`src/rtl/cp_insert.sv`:
```
// Cyclic-prefix insertion: captures 64-sample IFFT symbols into a ping-pong buffer
// and replays each as CP_LEN prefix samples followed by the full symbol.
module cp_insert #(
  parameter int WIDTH  = 16,
  parameter int CP_LEN = 16
) (
  input  logic             cp_clk,
  input  logic             cp_rst,
  input  logic             din_valid,
  input  logic [5:0]       din_index,
  input  logic [5:0]       din_exp,
  input  logic [WIDTH-1:0] cp_real_din,
  input  logic [WIDTH-1:0] cp_imag_din,
  output logic             dout_valid,
  output logic             dout_sop,
  output logic             dout_eop,
  output logic [6:0]       dout_index,
  output logic [5:0]       dout_exp,
  output logic [WIDTH-1:0] cp_real_dout,
  output logic [WIDTH-1:0] cp_imag_dout,
  output logic             ovf
);

  localparam logic [5:0] CP_START  = 6'(64 - CP_LEN);
  localparam logic [6:0] CP_START7 = 7'(64 - CP_LEN);
  localparam logic [6:0] CP_LEN7   = 7'(CP_LEN);

  typedef enum logic [1:0] {IDLE, CP, BODY} state_t;

  logic [2*WIDTH-1:0] mem [0:127];
  logic [1:0]         full;
  logic [1:0][5:0]    bank_exp;
  logic               wr_bank;
  logic               rd_bank;
  logic               drop;
  logic               in_sym;
  state_t             state;
  logic [5:0]         rd_addr;

  logic burst_end;
  logic bank_free;
  logic sym_start;
  logic accept;
  logic sym_done;

  // A bank being released by the reader this cycle counts as free for a new symbol.
  assign burst_end = (state == BODY) && (rd_addr == 6'd63);
  assign bank_free = !full[wr_bank] || (burst_end && (rd_bank == wr_bank));
  assign sym_start = din_valid && (din_index == 6'd0);
  assign accept    = din_valid && (sym_start ? bank_free : (in_sym && !drop));
  assign sym_done  = accept && (din_index == 6'd63);

  // NOTE: the sample storage carries no reset; only the full flags decide what is valid.
  always_ff @(posedge cp_clk) begin
    if (accept) mem[{wr_bank, din_index}] <= {cp_real_din, cp_imag_din};
  end

  always_ff @(posedge cp_clk or posedge cp_rst) begin
    if (cp_rst) begin
      full         <= '0;
      bank_exp     <= '0;
      wr_bank      <= 1'b0;
      rd_bank      <= 1'b0;
      drop         <= 1'b0;
      in_sym       <= 1'b0;
      state        <= IDLE;
      rd_addr      <= '0;
      ovf          <= 1'b0;
      dout_valid   <= 1'b0;
      dout_sop     <= 1'b0;
      dout_eop     <= 1'b0;
      dout_index   <= '0;
      dout_exp     <= '0;
      cp_real_dout <= '0;
      cp_imag_dout <= '0;
    end else begin
      // Write side: the admit/drop decision is taken once per symbol at index 0.
      ovf <= sym_start && !bank_free;
      if (sym_start) begin
        drop   <= !bank_free;
        in_sym <= 1'b1;
      end else if (din_valid && (din_index == 6'd63)) begin
        in_sym <= 1'b0;
      end

      if (burst_end) full[rd_bank] <= 1'b0;
      if (sym_done) begin
        full[wr_bank]     <= 1'b1;
        bank_exp[wr_bank] <= din_exp;
        wr_bank           <= ~wr_bank;
      end

      // NOTE: every register here uses <= so all reads see pre-edge values.
      case (state)
        IDLE: begin
          if (full[rd_bank]) begin
            state   <= CP;
            rd_addr <= CP_START;
          end
        end
        CP: begin
          rd_addr <= rd_addr + 6'd1;
          if (rd_addr == 6'd63) state <= BODY;
        end
        BODY: begin
          rd_addr <= rd_addr + 6'd1;
          if (rd_addr == 6'd63) begin
            rd_bank <= ~rd_bank;
            if (full[~rd_bank]) begin
              state   <= CP;
              rd_addr <= CP_START;
            end else begin
              state <= IDLE;
            end
          end
        end
        default: state <= IDLE;
      endcase

      // Output stage registers the bank read one cycle after the address is issued.
      dout_valid <= (state != IDLE);
      dout_sop   <= (state == CP) && (rd_addr == CP_START);
      dout_eop   <= burst_end;
      case (state)
        CP:      dout_index <= {1'b0, rd_addr} - CP_START7;
        BODY:    dout_index <= {1'b0, rd_addr} + CP_LEN7;
        default: dout_index <= '0;
      endcase
      if ((state == CP) && (rd_addr == CP_START)) dout_exp <= bank_exp[rd_bank];
      if (state != IDLE) begin
        {cp_real_dout, cp_imag_dout} <= mem[{rd_bank, rd_addr}];
      end else begin
        cp_real_dout <= '0;
        cp_imag_dout <= '0;
      end
    end
  end

endmodule

```
`config.mk`:
```
export PLATFORM = sky130hd
export DESIGN_NAME = cp_insert
export DESIGN_NICKNAME = d
export VERILOG_FILES = /design/src/rtl/cp_insert.sv
export SDC_FILE = /design/constraint.sdc
export NUM_CORES = 2
export LEC_CHECK = 0
export CAP_MARGIN = 20
export CORE_MARGIN = 3
export CORE_UTILIZATION = 30
export CTS_BUF_LIST = sky130_fd_sc_hd__clkbuf_8
export DETAILED_ROUTE_END_ITERATION = 6
export HOLD_SLACK_MARGIN = 0.1
export MAX_ROUTING_LAYER = met4
export REMOVE_ABC_BUFFERS = 1
export SYNTH_ARGS = -nofsm -noshare
export SYNTH_HDL_FRONTEND = slang
export SYNTH_SLANG_ARGS = --single-unit
export TNS_END_PERCENT = 1
```
`constraint.sdc`:
```
create_clock -name cp_clk -period 3.46 [get_ports cp_clk]
set_clock_uncertainty 0.2 [all_clocks]
set_input_delay 0.692 -clock cp_clk [delete_from_list [all_inputs] [get_ports cp_clk]]
set_output_delay 0.692 -clock cp_clk [all_outputs]
set_load 0.005 [all_outputs]
```
# Yosys cells after proc, flatten, opt, wreduce, memory -nomap -nowiden
# Memory sizes are Yosys's and may differ from the RTL's.
# Index checks and enable logic that the tools add are counted.
word_totals:
  register_bits: 75
  latch_bits: 0
  mem_bits_rw: 4096
  rom_bits: 0
  out_inout_bits: 49
  mem_count: 1
memory_table:
  columns: ["name", "words", "word_bits", "rd", "rd_ports_with_merged_regs", "write_ports", "line", "source"]
  rows:
  - ["mem", 128, 32, 1, 0, 1, "30", "logic [2*WIDTH-1:0] mem [0:127];"]
classes:
  n_addsub: 3
  mul: 0
  div_mod_pow: 0
  magnitude_cmp: 5
  n_eq_ne: 9
  shifts: 0
  mux: 34
  n_bitwise: 5
  n_reduce_logical: 23
op_table:
  columns: ["operator", "n"]
  rows:
  - ["two-way mux 6 bit", 6]
  - ["two-way mux 16 bit", 2]
  - ["equality test 6 bit, second input constant", 3]
  - ["one-hot mux 6 bit (3 select lines)", 1]
  - ["two-way mux 1 bit", 14]
  - ["one-hot mux 7 bit (2 select lines)", 1]
  - ["bitwise mux 12 bit", 1]
  - ["logical AND 1 bit", 11]
  - ["two-way mux 2 bit", 5]
  - ["adder 6 x 5 -> 7 bit, second input constant", 1]
  - ["subtractor 6 x 6 -> 7 bit, second input constant", 1]
  - ["adder 6 x 1 -> 6 bit, second input constant", 1]
  - ["demux 6 bit (select 1 bit)", 1]
  - ["logical NOT 6 bit", 1]
  - ["< comparator 1 x 2 -> 1 bit, second input constant", 3]
  - ["one-hot mux 2 bit (3 select lines)", 1]
  - ["!= test 2 bit, second input constant", 2]
  - ["AND reduction 2 bit", 2]
  - ["nonzero test 2 bit", 2]
  - ["logical NOT 1 bit", 3]
  - ["AND reduction 3 bit", 1]
  - ["nonzero test 3 bit", 1]
  - ["AND 2 bit", 1]
  - ["demux 1 bit (select 1 bit)", 2]
  - ["10 further kinds", 12]

# Depth between registers and ports, before layout
depth:
  word_depth: 9
  depth_mapped: 12

# Least setup slack after synthesis
# No wires, ideal clock.
synth_timing:
  kind: "input-to-reg"
  start: "input din_index[4]"
  end: "memory mem[113][0] (netlist bit), enable pin"
  setup_time_ns: 0.421
  arrival_ns: 3.171
  required_ns: 2.839
  slack_ns: -0.332
  cell_stages: 8
  path_cell_list: "clkbuf_1 nor2b_1 and3_1 o211ai_1 a21oi_2 nand2_1 buf_2 nor2_1"
synth_between:
  elab_chain_len: 6
synth_rtl:
  columns: ["element", "line", "source"]
  rows:
  - ["start: declaration", "10", "input logic [5:0] din_index,"]
  - ["logical NOT 6 bit", "49", "assign sym_start = din_valid && (din_index == 6'd0);"]
  - ["logical AND 1 bit", "49", null]
  - ["two-way mux 1 bit", "50", "assign accept = din_valid && (sym_start ? bank_free : (in_sym && !drop));"]
  - ["logical AND 1 bit", "50", null]
  - ["two-way mux 1 bit", "55", "if (accept) mem[{wr_bank, din_index}] <= {cp_real_din, cp_imag_din};"]
  - ["two-way mux 1 bit (not written as such)", "55", null]
  - ["end: declaration", "30", null]
# Several ways; a longest one is shown, not always the timed one.

# Worst setup path after layout
layout_timing:
  start: "register rd_addr[0]"
  end: "register cp_imag_dout[8]"
layout_between:
  elab_chain_len: 2
layout_rtl:
  columns: ["element", "line", "source"]
  rows:
  - ["start: declaration", "38", "logic [5:0] rd_addr;"]
  - ["start signal: assignment", "102", "rd_addr <= rd_addr + 6'd1;"]
  - ["start signal: assignment", "106", "rd_addr <= rd_addr + 6'd1;"]
  - ["memory (128 x 32 bit)", null, null]
  - ["two-way mux 16 bit", "130", "if (state != IDLE) begin"]
  - ["end signal: assignment", "131", "{cp_real_dout, cp_imag_dout} <= mem[{rd_bank, rd_addr}];"]
  - ["end: declaration", "20", "output logic [WIDTH-1:0] cp_imag_dout,"]
# No other way between the ends.
# A chain may end at the register's enable or synchronous reset.

==> impl_metrics.yaml <==
floorplan:
  die_x_um: 735.1
  die-height_um: 735.1
  die-area_um2: 540400
  rows: 267
  io_pins: 96
  core_area_um2: 529200
  initial_core_util_pct: 30.14
timing:
  finalCritPeriodShare_pct: 99.51
  maxSlewHeadroom_pct: 13.03
  setup_tns_ns: 0
  drv_slew: 0
  worst_pin_slew_ns: 1.291
  fmax_ghz: 0.2904
  rsz0062_at_grt: "yes"
  fin_crit_ns: 3.443
  setup_viol: 0
  hold_viol: 0
setup_path:
  crit_chain: "buf_12 > buf_12 > mux4_2 > a221oi_1 > buf_4 > o21ai_0 > buf_4 > a22oi_2 > o22ai_1"
  cp_max_fo: 26
  cpLargestDelayFamily: "compound AO/OA/AOI/OAI gates"
  critPathBufInv: 4
  worst-path-stages: 9
  reg2reg_depth: 9
  cp.arrival_ns: 4.25
  crit_path_top_delay_cell: "mux4_2"
  endpoint_kind: "flop"
  path_class: "flop to flop"
  start_kind: "flop"
  cpPeakStageDelay_ns: 0.55
  crit_required_ns: 4.27
hold_path:
  min_path_type: "input port to flop"
  min_path_cells: 2
yosys:
  yosys_most_used_dff: "edfxtp_1"
  ys_async_sr_fraction_pct: 1.798
  syn_inst: 7438
  synth_cell_types: 44
  synth_seq_cells: 4171
  synth_area_um2: 159500
  synth.top_cell.area_share_pct: 77.12
  synth_area_leaders: "edfxtp_1 77%, mux4_2 11%, mux2i_1 4.9%"
  syn_avg_cell_area_um2: 21.44
  synth_compound_area_share_pct: 3.637
  yosys_warnings: 0
  synth_edf_count: 4096
  ys_seq_area_share_pct: 78.29
  yosysTopAreaCell: "edfxtp_1"
  yosys.area_share.simple_pct: 0.9021
  synth_fa_ha_area_share_pct: 0.06276
  synth_mux_area_share_pct: 15.79
  synth-xor-area-share_pct: 0.01098
  synth_top_family_by_area: "multiplexers"
detailed_routing:
  drtAntennaViolNets: 0
  drt-initial-drc-count: 11410
  wl_um: 470300
  drt_pre_antenna_iters: 6
  routedWlPerCell_um: 28.98
  num_vias: 83500
  vias_per_cell: 5.146
  drc: 0
grt:
  track_usage_pct: 17.47
  grt_max_degree: 129
  antenna_found_initial: 53
  grt_pass1_vias: 84460
  grt-ovfl-total: 0
  grt_pass1_wl_um: 656600
pwr:
  p_int_mw: 76.43
  leakage_nw: 58.93
  clockPowerShare_pct: 41.5
  power_density_nw_per_um2: 507.7
  seqPwrFrac_pct: 56.9
  p_switching_mw: 21.07
  swShare_pct: 21.61
  pwr-share-comb_pct: 1.6
  ir_worst_vdd_uv: 315.7
final_layout:
  stdcell_area_um2: 192000
  fin_nets: 8741
  layout_commonest_cell: "edfxtp_1"
  area_delta_synth_final_pct: 20.40
  layout_common_cells: "4096 x edfxtp_1, 773 x mux2i_1, 768 x mux4_2"
  fin_cells: 16230
  drive_gt1_share_pct: 29.50
  nFillCells: 48220
status:
  status: "completed"
cts:
  clk_pin_slew_ns: 0.06
  htree_levels: 6
  cts-root-buf: "clkbuf_8"
  cts_sinks: 4171
  cts_tree: "built"
  insertion_delay_ns: 1.23
  cts_buffers: 672
  max-clock-path-buffers: 4
run:
  maxCapViolCount: 0
placement:
  gp_congestion: 0.8742
  dpl_cell_area_um2: 178800
  place_inst: 14970
  port_buffers: 95
  hpwlAfterDp_um: 295400
==> cell families after synthesis <==
logic type | Yosys count
buffers and inverters | 446
and+or+nand+nor | 355
xor gates and xnor gates | 2
muxes | 1555
DFF | 4171
adders and majority gates | 8
AOI/OAI and AO/OA | 901
==> metrics by stage <==
stage | power, mW | utilization, % | setup WS [ns] | hold slack [ns]
2_1_floorplan | 56.62 | - | -46.76 | 0.2801
3_3_place_gp | 57.96 | 33.78 | -0.5654 | 0.2900
3_5_place_dp | 58.03 | 33.79 | -0.4015 | 0.2956
4_1_cts | 98.30 | 36.26 | 0.0001870 | 0.1258
5_1_grt | 100.7 | 36.29 | -0.05630 | 0.1923
6_report | 97.50 | 36.29 | 0.01683 | 0.2437
==> flip-flops by register name, indices dropped and copies added (netlist names) <==
name,count
dout_exp,6
cp_real_dout,16
ovf,1
dout_eop,1
mem,4096
dout_valid,1
rd_addr,6
in_sym,1
rd_bank,1
cp_imag_dout,16
dout_sop,1
full,2
state,2
bank_exp,12
wr_bank,1
drop,1
dout_index,7
==> per-layer routing <==
metal	vias to the layer above	wire length [um]	global-route usage (%)
li1	33940	-	-
met1	44530	183600	22.72
met2	4315	221200	26.94
met3	717	47590	4.049
met4	0	17850	6.152
met5	-	0	-
==> worst register-to-register path, cell delays in order, from the launching register on <==
cell	delay, ns
dfrtp_4	0.48
buf_12	0.27
buf_12	0.31
mux4_2	0.61
a221oi_1	0.31
buf_4	0.19
o21ai_0	0.16
buf_4	0.20
a22oi_2	0.29
o22ai_1	0.24
==> final cells by class <==
type / instances / area [um^2] / share of cell area [%]
flip-flops and latches: 4171 / 124900 / 65.04
clock inverters: 509 / 3144 / 1.637
diodes: 23 / 57.56 / 0.02997
clock buffers: 689 / 9483 / 4.938
multi-input cells: 2821 / 33690 / 17.54
inverters: 12 / 60.06 / 0.03127
well taps: 6994 / 8751 / 4.557
repair buffers: 1008 / 11960 / 6.228
==> worst paths after layout <==
check                                                 end  slack [ns]                      from
worst max-delay path            cp_imag_dout[8]$_DFF_PP0_        0.02    rd_addr[0]$_DFFE_PP0P_
worst min-delay path                 mem[67][9]$_DFFE_PP_        0.24            cp_imag_din[9]
worst max register to register  cp_imag_dout[8]$_DFF_PP0_        0.02    rd_addr[0]$_DFFE_PP0P_
worst min register to register   bank_exp[10]$_DFFE_PP0P_        0.31  bank_exp[10]$_DFFE_PP0P_
max in group asynchronous         bank_exp[2]$_DFFE_PP0P_        1.95                    cp_rst
min in group asynchronous         dout_index[4]$_DFF_PP0_        0.25                    cp_rst
==> power groups by stage <==
stage	registers [mW]	logic, mW	clock network (mW)
6_report	55.5	1.52	40.5
5_1_grt	55.5	1.58	43.6
4_1_cts	55.5	1.52	41.3
3_5_place_dp	56.6	1.48	0
3_3_place_gp	56.6	1.41	0
2_1_floorplan	56.6	0.0530	0
==> synthesized netlist by cell type (2+ instances only) <==
master and instances:
and2_1 5, ha_1 8, buf_4 42, nor3_1 2, mux2_2 12, a221oi_1 60, mux2i_1 775, mux4_2 768
o21a_1 2, nor2_1 149, or2_2 3, edfxtp_1 4096, o31ai_1 4, buf_2 146, clkbuf_1 199, nand2_1 158
nor4_1 2, a21oi_1 139, a21o_1 2, o211ai_1 69, nand4_1 3, a22oi_1 260, buf_6 8, o22ai_1 33
nand3_1 12, buf_1 39, dfrtp_1 75, o21ai_1 5, a31oi_1 128, nand2b_1 5, nor2b_1 14, o21ai_0 193
inv_1 11
==> what timing repair did <==
| item | CTS | global route |
|---|---|---|
| gates resized for setup | 19 | 12 |
| endpoints found under the hold margin | 2807 | 0 |
| gates cloned | 0 | 1 |
| setup endpoints to repair | 11 | 9 |
| buffers inserted | 0 | 0 |
| hold buffers | 39 | 0 |
(Power assumes the default switching activity.)
